`config.mk`:
```
export PLATFORM = sky130hd
export DESIGN_NAME = sync_debounce_inputs
export DESIGN_NICKNAME = d
export VERILOG_FILES = /design/src/rtl/sync_debounce_inputs.sv
export SDC_FILE = /design/constraint.sdc
export NUM_CORES = 1
export LEC_CHECK = 0
export CAP_MARGIN = 20
export CORE_ASPECT_RATIO = 1.25
export CORE_MARGIN = 5
export CORE_UTILIZATION = 50
export DETAILED_ROUTE_END_ITERATION = 8
export DONT_BUFFER_PORTS = 1
export PLACE_DENSITY = 0.69
export SKIP_LAST_GASP = 1
export SLEW_MARGIN = 0
export SYNTH_ARGS = -nofsm -noshare
export SYNTH_HDL_FRONTEND = slang
export SYNTH_SLANG_ARGS = --single-unit
export TNS_END_PERCENT = 20
```
`constraint.sdc`:
```
create_clock -name clock -period 3.9 [get_ports clock]
set_input_delay 0.78 -clock clock [delete_from_list [all_inputs] [get_ports clock]]
set_output_delay 0.78 -clock clock [all_outputs]
set_load 0.005 [all_outputs]
```
`src/rtl/sync_debounce_inputs.sv`:
```
// sync_debounce_inputs: per-channel flip-flop synchroniser followed by a
// consecutive-cycle debounce filter with optional bypass. Registered
// rise/fall pulses mark each accepted transition of the debounced level.
module sync_debounce_inputs #(
  parameter int                 WIDTH           = 10,
  parameter int                 SYNC_STAGES     = 2,
  parameter int                 DEBOUNCE_CYCLES = 16,
  parameter logic [WIDTH-1:0]   RESET_VAL       = '0,
  parameter int                 CNT_W           = $clog2(DEBOUNCE_CYCLES + 1)
) (
  input  logic             clock,
  input  logic             reset_n,
  input  logic [WIDTH-1:0] async_in,
  input  logic [WIDTH-1:0] bypass,
  output logic [WIDTH-1:0] sync_out,
  output logic [WIDTH-1:0] stable_out,
  output logic [WIDTH-1:0] rise,
  output logic [WIDTH-1:0] fall,
  output logic             any_change
);

  // Terminal count: a differing level is accepted on the edge where the
  // counter already holds DEBOUNCE_CYCLES-1, so it never wraps.
  localparam logic [CNT_W-1:0] CNT_MAX = CNT_W'(DEBOUNCE_CYCLES - 1);

  // Synchroniser chain, stage 0 samples the raw pins.
  logic [WIDTH-1:0] sync_d [SYNC_STAGES];
  logic [WIDTH-1:0] sync_q [SYNC_STAGES];

  // Debounce state per channel.
  logic [CNT_W-1:0] cnt_d [WIDTH];
  logic [CNT_W-1:0] cnt_q [WIDTH];
  logic [WIDTH-1:0] stable_d, stable_q;
  logic [WIDTH-1:0] rise_d,   rise_q;
  logic [WIDTH-1:0] fall_d,   fall_q;

  // First synchroniser stage captures the asynchronous inputs directly.
  always_comb begin
    sync_d[0] = async_in;
  end

  genvar gi;
  generate
    for (gi = 1; gi < SYNC_STAGES; gi++) begin : g_sync_chain
      // Plain stage-to-stage transfer; nothing sits between flops.
      always_comb begin
        sync_d[gi] = sync_q[gi-1];
      end
    end
  endgenerate

  // Synchroniser registers, reset to the idle level of each channel.
  always_ff @(posedge clock or negedge reset_n) begin
    if (!reset_n) begin
      for (int k = 0; k < SYNC_STAGES; k++) begin
        sync_q[k] <= RESET_VAL;
      end
    end else begin
      for (int k = 0; k < SYNC_STAGES; k++) begin
        sync_q[k] <= sync_d[k];
      end
    end
  end

  assign sync_out = sync_q[SYNC_STAGES-1];

  // Debounce next-state: bypass tracks sync_out, otherwise a level must
  // differ for DEBOUNCE_CYCLES consecutive edges; any match restarts it.
  always_comb begin
    stable_d = stable_q;
    rise_d   = '0;
    fall_d   = '0;
    for (int i = 0; i < WIDTH; i++) begin
      cnt_d[i] = cnt_q[i];
      if (bypass[i]) begin
        stable_d[i] = sync_out[i];
        cnt_d[i]    = '0;
      end else if (sync_out[i] == stable_q[i]) begin
        cnt_d[i] = '0;
      end else if (cnt_q[i] == CNT_MAX) begin
        stable_d[i] = sync_out[i];
        cnt_d[i]    = '0;
      end else begin
        cnt_d[i] = cnt_q[i] + CNT_W'(1);
      end
      rise_d[i] = stable_d[i] & ~stable_q[i];
      fall_d[i] = ~stable_d[i] & stable_q[i];
    end
  end

  // Debounce registers; pulses land with the first cycle of the new level.
  always_ff @(posedge clock or negedge reset_n) begin
    if (!reset_n) begin
      for (int i = 0; i < WIDTH; i++) begin
        cnt_q[i] <= '0;
      end
      stable_q <= RESET_VAL;
      rise_q   <= '0;
      fall_q   <= '0;
    end else begin
      for (int i = 0; i < WIDTH; i++) begin
        cnt_q[i] <= cnt_d[i];
      end
      stable_q <= stable_d;
      rise_q   <= rise_d;
      fall_q   <= fall_d;
    end
  end

  assign stable_out = stable_q;
  assign rise       = rise_q;
  assign fall       = fall_q;
  assign any_change = |(rise_q | fall_q);

endmodule

```
==> load_flow_metrics.sql, run 1 <==
INSERT INTO impl_metrics (metric_group, metric, value, unit) VALUES
('floorplanning', 'fp.dieArea', '9470', 'µm²'),
('critical_path', 'crit_type', 'register to output port', ''),
('layout', 'post_route_cells_drive_above_1_share', '0.125', ''),
('floorplanning', 'initial_utilization', '0.514', ''),
('layout', 'area_growth_syn_to_layout', '8.91', '%'),
('flow_run', 'drv_cap', '0', ''),
('placement', 'portBuffers', '0', ''),
('clock_tree', 'clock_sinks', '100', ''),
('critical_path', 'worstSetupStartpoint', 'rise[5]', ''),
('critical_path', 'worst-path-max-fanout', '2', ''),
('grt', 'grtUsageMet1', '0.176', ''),
('floorplanning', 'rows', '35', ''),
('run_status', 'run_status', 'finished, final reports clean', ''),
('sta', 'relative_max_transition_margin', '0.572', ''),
('yosys', 'yosysWarnings', '0', ''),
('yosys', 'synth_edf_count', '0', ''),
('yosys', 'post-synth-top-area-cell', 'sky130_fd_sc_hd__dfrtp_1', ''),
('sta', 'min_period_over_period', '0.610', ''),
('yosys', 'synthDistinctLibCells', '23', ''),
('placement', 'dp.final_hpwl', '4520', 'µm'),
('critical_path', 'timing.critical_path.to_type', 'output port', ''),
('grt', 'grt.total_usage', '0.144', ''),
('grt', 'grtUsageMet3', '0.0536', ''),
('yosys', 'post-synth-top-area-fraction', '0.657', ''),
('yosys', 'synth_fp_nets', '297', ''),
('layout', 'final.fill_count', '607', ''),
('routing', 'dr_total_vias', '2052', ''),
('yosys', 'synth_ff_type', 'sky130_fd_sc_hd__dfrtp_1', ''),
('clock_tree', 'cts_tree', 'yes', ''),
('sta', 'finalHoldViolCount', '0', ''),
('sta', 'fmaxAchievable', '0.420', 'GHz'),
('clock_tree', 'insertion_delay', '0.35', 'ns'),
('routing', 'drt_iter0_markers', '73', ''),
('sta', 'final_period_minus_worst_setup_slack', '2.38', 'ns'),
('clock_tree', 'numCtsBuffers', '9', ''),
('clock_tree', 'number_of_hold_buffers_added_after_cts', '0', ''),
('placement', 'finalWeightedCongestion', '0.765', ''),
('pwr', 'worst_supply_voltage_drop_on_vdd', '281', 'µV'),
('placement', 'dp_slack', '1.82', 'ns'),
('yosys', 'synth-seq-area-share', '0.657', ''),
('clock_tree', 'cts_resized', '0', ''),
('critical_path', 'crit_arrival', '1.60', 'ns'),
('routing', 'post_drt_wl_per_cell', '17.0', 'µm'),
('routing', 'via_per_inst', '5.50', ''),
('clock_tree', 'h-tree-depth', '3', ''),
('layout', 'final_area', '4150', 'µm²'),
('yosys', 'ys_top_cells_by_area', 'sky130_fd_sc_hd__dfrtp_1 (66%), sky130_fd_sc_hd__and3b_1 (4.1%), sky130_fd_sc_hd__xor2_1 (3.9%)', ''),
('pwr', 'cellPowerDensity', '469', 'nW/µm²'),
('critical_path', 'endpoint', 'any_change', ''),
('grt', 'wire_length_of_the_first_global_routing_pass', '10400', 'µm'),
('sta', 'finalClockSkew', '0.0109', 'ns'),
('yosys', 'synth_common_cells', 'sky130_fd_sc_hd__dfrtp_1 (100), sky130_fd_sc_hd__nand3_1 (21), sky130_fd_sc_hd__and3_1 (18), sky130_fd_sc_hd__and3b_1 (18)', ''),
('critical_path', 'worst-endpoint-required', '3.12', 'ns'),
('layout', 'nNetsFinal', '308', ''),
('yosys', 'yosys_register_bits', '100', ''),
('yosys', 'synthArstFlopShare', '1.00', ''),
('critical_path', 'r2r_cells', '4', ''),
('clock_tree', 'maximum_clock_insertion_buffer_count', '2', ''),
('grt', 'grt_pass1_vias', '2191', ''),
('floorplanning', 'io-pin-count', '63', ''),
('sta', 'final_critical_path_setup_slack', '1.52', 'ns'),
('critical_path', 'timing.rr.end', 'stable_out[2]', ''),
('sta', 'finalMaxSlewViolations', '0', ''),
('layout', 'antenna-diode-count', '0', ''),
('critical_path', 'cp-start-kind', 'register', ''),
('routing', 'antenna_violating_nets_post_route', '0', ''),
('yosys', 'yosysMostFrequentCell', 'sky130_fd_sc_hd__dfrtp_1', ''),
('clock_tree', 'post_cts_buffers', '0', ''),
('yosys', 'mean_instance_size_in_the_synthesized_netlist', '14.4', 'µm²'),
('sta', 'rsz0062_at_grt', 'false', ''),
('floorplanning', 'core_area', '7400', 'µm²');
==> how the worst min path moves through the flow <==
stage	start	end	slack [ns]	cells after the start
3_5_place_dp	sync_d[2]	sync_out[2]	0.34	0
2_1_floorplan	sync_d[0]	sync_out[0]	0.33	0
5_1_grt	reset_n	cnt_q[48]	0.08	0
3_3_place_gp	sync_d[4]	sync_out[4]	0.33	0
4_1_cts	reset_n	cnt_q[48]	0.09	0
6_report	reset_n	cnt_q[47]	0.12	0
==> routing by layer <==
| metal | vias to the layer above | part of all wire |
|---|---|---|
| met1 | 1034 | 0.43 |
| li1 | 967 | - |
| met3 | 6 | 0.075 |
| met4 | 0 | 0.012 |
| met5 | - | 0 |
| met2 | 45 | 0.48 |
==> final cells by class <==
class	count	area, µm²	share of cell area
clock inverters	6	86.3	0.0208
flip-flops and latches	100	2500	0.603
multi-input cells	165	1310	0.315
clock buffers	10	138	0.0332
well taps	92	115	0.0278
==> kinds of logic (layout without fill, tap and decap cells) <==
family	after synthesis	after routing	synth area share
xor gates and xnor gates	28	28	0.0644
muxes	10	10	0.0306
and+or+nand+nor	106	106	0.188
DFF	100	100	0.657
adders and majority gates	10	10	0.0329
AOI/OAI and AO/OA	11	11	0.0266
buffers and inverters	0	16	0
==> placed cells by master, fill, tap and decap left out, types with 4 or more instances in the layout <==
| cell | netlist | routed |
|---|---|---|
| sky130_fd_sc_hd__nand3_1 | 21 | 21 |
| sky130_fd_sc_hd__mux2_2 | 9 | 9 |
| sky130_fd_sc_hd__nor3b_1 | 17 | 17 |
| sky130_fd_sc_hd__xnor2_1 | 11 | 11 |
| sky130_fd_sc_hd__nor2_1 | 5 | 5 |
| sky130_fd_sc_hd__ha_1 | 10 | 10 |
| sky130_fd_sc_hd__dfrtp_1 | 100 | 100 |
| sky130_fd_sc_hd__nor3_1 | 4 | 4 |
| sky130_fd_sc_hd__nor4_1 | 5 | 5 |
| sky130_fd_sc_hd__and3b_1 | 18 | 18 |
| sky130_fd_sc_hd__and3_1 | 18 | 18 |
| sky130_fd_sc_hd__o21ba_2 | 8 | 8 |
| sky130_fd_sc_hd__nand2b_1 | 4 | 4 |
| sky130_fd_sc_hd__clkbuf_8 | 0 | 10 |
| sky130_fd_sc_hd__and4b_1 | 9 | 9 |
| sky130_fd_sc_hd__xor2_1 | 17 | 17 |
==> power by group <==
group	switching, µW	internal (µW)	total, µW	leakage (µW)
clock	332	379	711	0.000113
sequential	49.4	1090	1140	0.00131
combinational	45.3	51.9	97.2	0.000653
total	427	1520	1940	0.00207
==> worst max-delay path, cell delays in order (launching register included) <==
cell                      delay [ns]
sky130_fd_sc_hd__dfrtp_1        0.41
sky130_fd_sc_hd__nor4_1         0.51
sky130_fd_sc_hd__and3_1         0.25
sky130_fd_sc_hd__nand3_1        0.09
==> state kept, by name, summed over array words and instances (netlist names) <==
register and count:
cnt_q 50, fall 10, rise 10, stable_out 10, sync_d 10, sync_out 10
==> metrics by stage <==
step            util  power, µW  hold WS [ns]  std cells
2_1_floorplan      -       1220         0.331        265
3_3_place_gp   0.530       1250         0.332        357
3_5_place_dp   0.530       1260         0.337        357
4_1_cts        0.560       1970        0.0886        373
5_1_grt        0.560       2040        0.0815        373
6_report       0.560       1940         0.116        373
No activity file was read; power rests on OpenSTA's default activity.
==> run 2: changes to the inputs <==
==> constraint.sdc (replaced) <==
create_clock -name clock -period 2.2 [get_ports clock]
set_input_delay 0.44 -clock clock [delete_from_list [all_inputs] [get_ports clock]]
set_output_delay 0.44 -clock clock [all_outputs]
set_load 0.005 [all_outputs]
==> load_flow_metrics.sql, run 2 (same netlist as run 1, synthesis figures left out) <==
INSERT INTO impl_metrics (metric_group, metric, value, unit) VALUES
('clock_tree', 'post_cts_buffers', '0', ''),
('pwr', 'power.leakage', '0.00206', 'µW'),
('sta', 'fmaxAchievable', '0.494', 'GHz'),
('sta', 'setup_viol', '0', ''),
('critical_path', 'crit_arrival', '1.58', 'ns'),
('sta', 'fin_setup_tns', '0', 'ns'),
('sta', 'final.hold.worst_slack', '-0.234', 'ns'),
('sta', 'finalClockSkew', '0.0104', 'ns'),
('routing', 'via_per_inst', '5.63', ''),
('clock_tree', 'cts_root_buffer', 'sky130_fd_sc_hd__clkbuf_8', ''),
('routing', 'drt_iter0_markers', '47', ''),
('floorplanning', 'rows', '35', ''),
('clock_tree', 'clock_sinks', '100', ''),
('grt', 'wire_length_of_the_first_global_routing_pass', '10900', 'µm'),
('floorplanning', 'io-pin-count', '63', ''),
('flow_run', 'drv_cap', '0', ''),
('layout', 'area_growth_syn_to_layout', '8.41', '%'),
('min_path', 'holdCritPathClass', 'input port to async pin', ''),
('critical_path', 'r2r_setup_slack', '0.71', 'ns'),
('clock_tree', 'cts_tree', 'yes', ''),
('placement', 'portBuffers', '0', ''),
('run_status', 'run_status', 'finished, violations left', ''),
('routing', 'post_drt_wl_per_cell', '17.2', 'µm'),
('floorplanning', 'die_w', '88.1', 'µm'),
('sta', 'finalMaxSlewViolations', '0', ''),
('routing', 'total_wire_length_after_detailed_routing', '6410', 'µm'),
('grt', 'antenna_found_initial', '1', ''),
('sta', 'min_period_over_period', '0.920', ''),
('layout', 'post_route_cells_drive_above_1_share', '0.118', ''),
('placement', 'dp.final_hpwl', '4440', 'µm'),
('grt', 'grt_max_degree', '101', ''),
('grt', 'grt.total_usage', '0.150', ''),
('layout', 'leading_cell_types_in_the_layout_fill_and_taps_excluded', 'sky130_fd_sc_hd__dfrtp_1 (100), sky130_fd_sc_hd__nand3_1 (21), sky130_fd_sc_hd__and3_1 (18), sky130_fd_sc_hd__and3b_1 (18)', ''),
('critical_path', 'worst-path-max-fanout', '2', ''),
('grt', 'grt-ovfl-total', '0', ''),
('layout', 'nNetsFinal', '308', ''),
('floorplanning', 'initial_utilization', '0.514', ''),
('grt', 'grt_pass1_vias', '2262', ''),
('routing', 'detailedRoute.firstPassIterationCount', '4', ''),
('clock_tree', 'path_clk_slew', '0.09', 'ns'),
('critical_path', 'cp-start-kind', 'register', ''),
('sta', 'rsz0062_at_grt', 'false', ''),
('placement', 'finalWeightedCongestion', '0.755', ''),
('sta', 'final_period_minus_worst_setup_slack', '2.02', 'ns'),
('layout', 'antenna-diode-count', '0', ''),
('critical_path', 'timing.critical_path.to_type', 'output port', ''),
('layout', 'registers.top_by_ff_count', 'cnt_q', ''),
('sta', 'finalHoldViolCount', '100', ''),
('critical_path', 'timing.rr.start', 'cnt_q[40]', ''),
('pwr', 'worst_supply_voltage_drop_on_vdd', '499', 'µV'),
('layout', 'mostFrequentLayoutCell', 'sky130_fd_sc_hd__dfrtp_1', ''),
('critical_path', 'crit_type', 'register to output port', ''),
('critical_path', 'r2r_cells', '4', ''),
('run_status', 'violations_in_the_final_reports', 'negative hold slack', ''),
('critical_path', 'worst-endpoint-required', '1.76', 'ns'),
('routing', 'drc', '0', ''),
('sta', 'max_slew.worst_pin.slew', '0.494', 'ns'),
('clock_tree', 'numCtsBuffers', '9', ''),
('floorplanning', 'fp.dieArea', '9470', 'µm²'),
('routing', 'antenna_violating_nets_post_route', '0', ''),
('floorplanning', 'core_area', '7400', 'µm²'),
('pwr', 'cellPowerDensity', '825', 'nW/µm²'),
('routing', 'dr_total_vias', '2093', ''),
('layout', 'final_core_utilization', '0.558', ''),
('floorplanning', 'die_h', '108', 'µm'),
('clock_tree', 'insertion_delay', '0.35', 'ns'),
('clock_tree', 'cts_resized', '0', ''),
('clock_tree', 'maximum_clock_insertion_buffer_count', '2', ''),
('clock_tree', 'h-tree-depth', '3', ''),
('sta', 'relative_max_transition_margin', '0.668', ''),
('critical_path', 'timing.rr.end', 'stable_out[1]', ''),
('layout', 'largest_register_ffs', '50', '');
run 2: worst max path at each step:
stage | startpoint | endpoint | slack [ns] | cells after the start
2_1_floorplan | cnt_q[40] | stable_out[1] | 0.81 | 4
3_3_place_gp | rise[5] | any_change | 0.51 | 3
3_5_place_dp | rise[5] | any_change | 0.50 | 3
4_1_cts | rise[5] | any_change | 0.09 | 3
5_1_grt | fall[6] | any_change | 0.09 | 3
6_report | rise[5] | any_change | 0.18 | 3
run 2: stage by stage:
stage | power (µW) | setup slack [ns] | std cells | area [µm²]
after global routing | 3570 | 0.0943 | 372 | 4130
after CTS | 3460 | 0.0923 | 372 | 4130
final | 3410 | 0.175 | 372 | 4130
after global placement | 2210 | 0.510 | 357 | 3920
after detailed placement | 2220 | 0.504 | 357 | 3920
after floorplan | 2160 | 0.807 | 265 | 3810
run 2: worst max-delay path: stages, from the launching register on:
cell and delay [ns]:
sky130_fd_sc_hd__dfrtp_1 0.41, sky130_fd_sc_hd__nor4_1 0.49, sky130_fd_sc_hd__and3_1 0.24, sky130_fd_sc_hd__nand3_1 0.10
run 2: area by class of cell:
cell class | count | area, µm²
clock buffer | 10 | 128
clock inverter | 5 | 77.6
fill | 604 | 3270
multi-input combinational | 165 | 1310
sequential | 100 | 2500
tap | 92 | 115
run 2: per-layer routing:
metal	up-vias	track usage	part of all wire
li1	965	-	-
met1	1063	0.193	0.43
met2	49	0.225	0.47
met3	14	0.0605	0.083
met4	2	0.0648	0.019
met5	-	0	0.0020
run 2: where the power goes:
| group | internal [µW] | total, µW | switching [µW] |
|---|---|---|---|
| registers | 1920 | 2010 | 88.1 |
| logic | 91.9 | 171 | 78.7 |
| clock network | 631 | 1220 | 591 |
| total | 2650 | 3410 | 758 |
==> run 3: changes to the inputs <==
--- a/config.mk
+++ b/config.mk
@@ -8,10 +8,11 @@
 export CAP_MARGIN = 20
 export CORE_ASPECT_RATIO = 1.25
 export CORE_MARGIN = 5
-export CORE_UTILIZATION = 50
+export CORE_UTILIZATION = 45
+export CTS_CLUSTER_SIZE = 8
 export DETAILED_ROUTE_END_ITERATION = 8
 export DONT_BUFFER_PORTS = 1
-export PLACE_DENSITY = 0.69
+export PLACE_DENSITY = 0.64
 export SKIP_LAST_GASP = 1
 export SLEW_MARGIN = 0
 export SYNTH_ARGS = -nofsm -noshare
==> load_flow_metrics.sql, run 3 (same netlist as run 1, synthesis figures left out) <==
INSERT INTO impl_metrics (metric_group, metric, value, unit) VALUES
('run_status', 'run_status', 'finished, violations left', ''),
('run_status', 'violations_in_the_final_reports', 'negative hold slack', ''),
('clock_tree', 'post_cts_buffers', '0', ''),
('critical_path', 'r2r_setup_slack', '0.73', 'ns'),
('routing', 'total_wire_length_after_detailed_routing', '6440', 'µm'),
('placement', 'portBuffers', '0', ''),
('sta', 'min_period_over_period', '0.885', ''),
('critical_path', 'worst-path-max-fanout', '2', ''),
('clock_tree', 'cts_resized', '0', ''),
('sta', 'rsz0062_at_grt', 'false', ''),
('layout', 'nNetsFinal', '308', ''),
('floorplanning', 'die_h', '113', 'µm'),
('sta', 'max_slew.worst_pin.slew', '0.405', 'ns'),
('layout', 'area_growth_syn_to_layout', '10.4', '%'),
('routing', 'antenna_violating_nets_post_route', '0', ''),
('routing', 'drt_iter0_markers', '98', ''),
('layout', 'registers.top_by_ff_count', 'cnt_q', ''),
('sta', 'fin_setup_tns', '0', 'ns'),
('grt', 'grt_pass1_vias', '2130', ''),
('critical_path', 'cp-start-kind', 'register', ''),
('sta', 'final_period_minus_worst_setup_slack', '1.95', 'ns'),
('routing', 'post_drt_wl_per_cell', '17.0', 'µm'),
('clock_tree', 'h-tree-depth', '3', ''),
('clock_tree', 'numCtsBuffers', '9', ''),
('placement', 'finalWeightedCongestion', '0.715', ''),
('sta', 'finalMaxSlewViolations', '0', ''),
('critical_path', 'worst-endpoint-required', '1.76', 'ns'),
('clock_tree', 'insertion_delay', '0.36', 'ns'),
('critical_path', 'timing.rr.end', 'stable_out[1]', ''),
('clock_tree', 'path_clk_slew', '0.09', 'ns'),
('sta', 'finalClockSkew', '0.00631', 'ns'),
('layout', 'area_taken_by_flip_flops_and_latches', '2500', 'µm²'),
('layout', 'mostFrequentLayoutCell', 'sky130_fd_sc_hd__dfrtp_1', ''),
('sta', 'final.hold.worst_slack', '-0.234', 'ns'),
('layout', 'post_route_cells_drive_above_1_share', '0.125', ''),
('routing', 'via_per_inst', '5.38', ''),
('floorplanning', 'fp.dieArea', '10400', 'µm²'),
('pwr', 'cellPowerDensity', '880', 'nW/µm²'),
('critical_path', 'crit_arrival', '1.51', 'ns'),
('sta', 'setup_viol', '0', ''),
('floorplanning', 'die_w', '92.3', 'µm'),
('critical_path', 'timing.critical_path.to_type', 'output port', ''),
('flow_run', 'drv_cap', '0', ''),
('layout', 'antenna-diode-count', '0', ''),
('layout', 'leading_cell_types_in_the_layout_fill_and_taps_excluded', 'sky130_fd_sc_hd__dfrtp_1 (100), sky130_fd_sc_hd__nand3_1 (21), sky130_fd_sc_hd__and3_1 (18), sky130_fd_sc_hd__and3b_1 (18)', ''),
('critical_path', 'crit_type', 'register to output port', ''),
('grt', 'grt.total_usage', '0.132', ''),
('grt', 'grt-ovfl-total', '0', ''),
('grt', 'wire_length_of_the_first_global_routing_pass', '10500', 'µm'),
('layout', 'final.fill_count', '689', ''),
('floorplanning', 'core_area', '8240', 'µm²'),
('layout', 'largest_register_ffs', '50', ''),
('clock_tree', 'cts_root_buffer', 'sky130_fd_sc_hd__clkbuf_8', ''),
('floorplanning', 'io-pin-count', '63', ''),
('floorplanning', 'initial_utilization', '0.462', ''),
('pwr', 'power.leakage', '0.00209', 'µW'),
('floorplanning', 'rows', '37', ''),
('routing', 'detailedRoute.firstPassIterationCount', '4', ''),
('sta', 'fmaxAchievable', '0.513', 'GHz'),
('grt', 'antenna_found_initial', '1', ''),
('routing', 'drc', '0', ''),
('critical_path', 'timing.rr.start', 'cnt_q[40]', ''),
('placement', 'dp.final_hpwl', '4480', 'µm'),
('pwr', 'p_total', '3700', 'µW'),
('layout', 'multiInputGateArea', '1310', 'µm²'),
('min_path', 'holdCritPathClass', 'input port to async pin', ''),
('sta', 'finalHoldViolCount', '100', ''),
('grt', 'grt_max_degree', '101', ''),
('sta', 'relative_max_transition_margin', '0.727', ''),
('routing', 'dr_total_vias', '2035', ''),
('clock_tree', 'clock_sinks', '100', ''),
('pwr', 'worst_supply_voltage_drop_on_vdd', '414', 'µV'),
('clock_tree', 'maximum_clock_insertion_buffer_count', '2', ''),
('critical_path', 'r2r_cells', '4', ''),
('clock_tree', 'cts_tree', 'yes', '');
## run 3: changes by cell type in the layout (fill, tap and decap cells not counted), sizes merged
cell	change
clkinv	-2
bufinv	+2
clkinvlp	+1
## run 3: critical path, stage by stage (launching register included)
cell,delay [ns]
sky130_fd_sc_hd__dfrtp_1,0.40
sky130_fd_sc_hd__nor4_1,0.42
sky130_fd_sc_hd__and3_1,0.21
sky130_fd_sc_hd__nand3_1,0.11
## run 3: final cells by class
class / count / share of cell area
Tap cell: 97 / 0.0289
Clock inverter: 6 / 0.0322
Sequential cell: 100 / 0.596
Multi-Input combinational cell: 165 / 0.311
Clock buffer: 10 / 0.0328
## run 3: worst max-delay path by stage
stage / cells after the start / slack [ns] / startpoint / endpoint
3_5_place_dp: 3 / 0.52 / rise[7] / any_change
5_1_grt: 3 / 0.13 / rise[7] / any_change
2_1_floorplan: 4 / 0.81 / cnt_q[40] / stable_out[1]
6_report: 3 / 0.25 / rise[7] / any_change
3_3_place_gp: 3 / 0.51 / rise[7] / any_change
4_1_cts: 3 / 0.10 / rise[7] / any_change
## run 3: layer usage
metal / global-route usage / routed length [µm] / share of wire
met5: 0 / 13 / 0.0020
met4: 0.0714 / 152 / 0.024
met3: 0.0492 / 405 / 0.063
met2: 0.204 / 2980 / 0.46
met1: 0.162 / 2880 / 0.45
## run 3: stage by stage
| step | util | cell area (µm²) | setup WS (ns) | cells |
|---|---|---|---|---|
| finish | 0.510 | 4200 | 0.252 | 378 |
| global route | 0.510 | 4200 | 0.125 | 378 |
| CTS | 0.510 | 4200 | 0.104 | 378 |
| detailed placement | 0.477 | 3930 | 0.522 | 362 |
| global placement | 0.477 | 3930 | 0.511 | 362 |
| floorplan | - | 3810 | 0.807 | 265 |
## run 3: report_power, final
group / internal (µW) / switching, µW
logic: 92.7 / 78.3
registers: 1920 / 87.0
clock network: 900 / 614
total: 2920 / 779
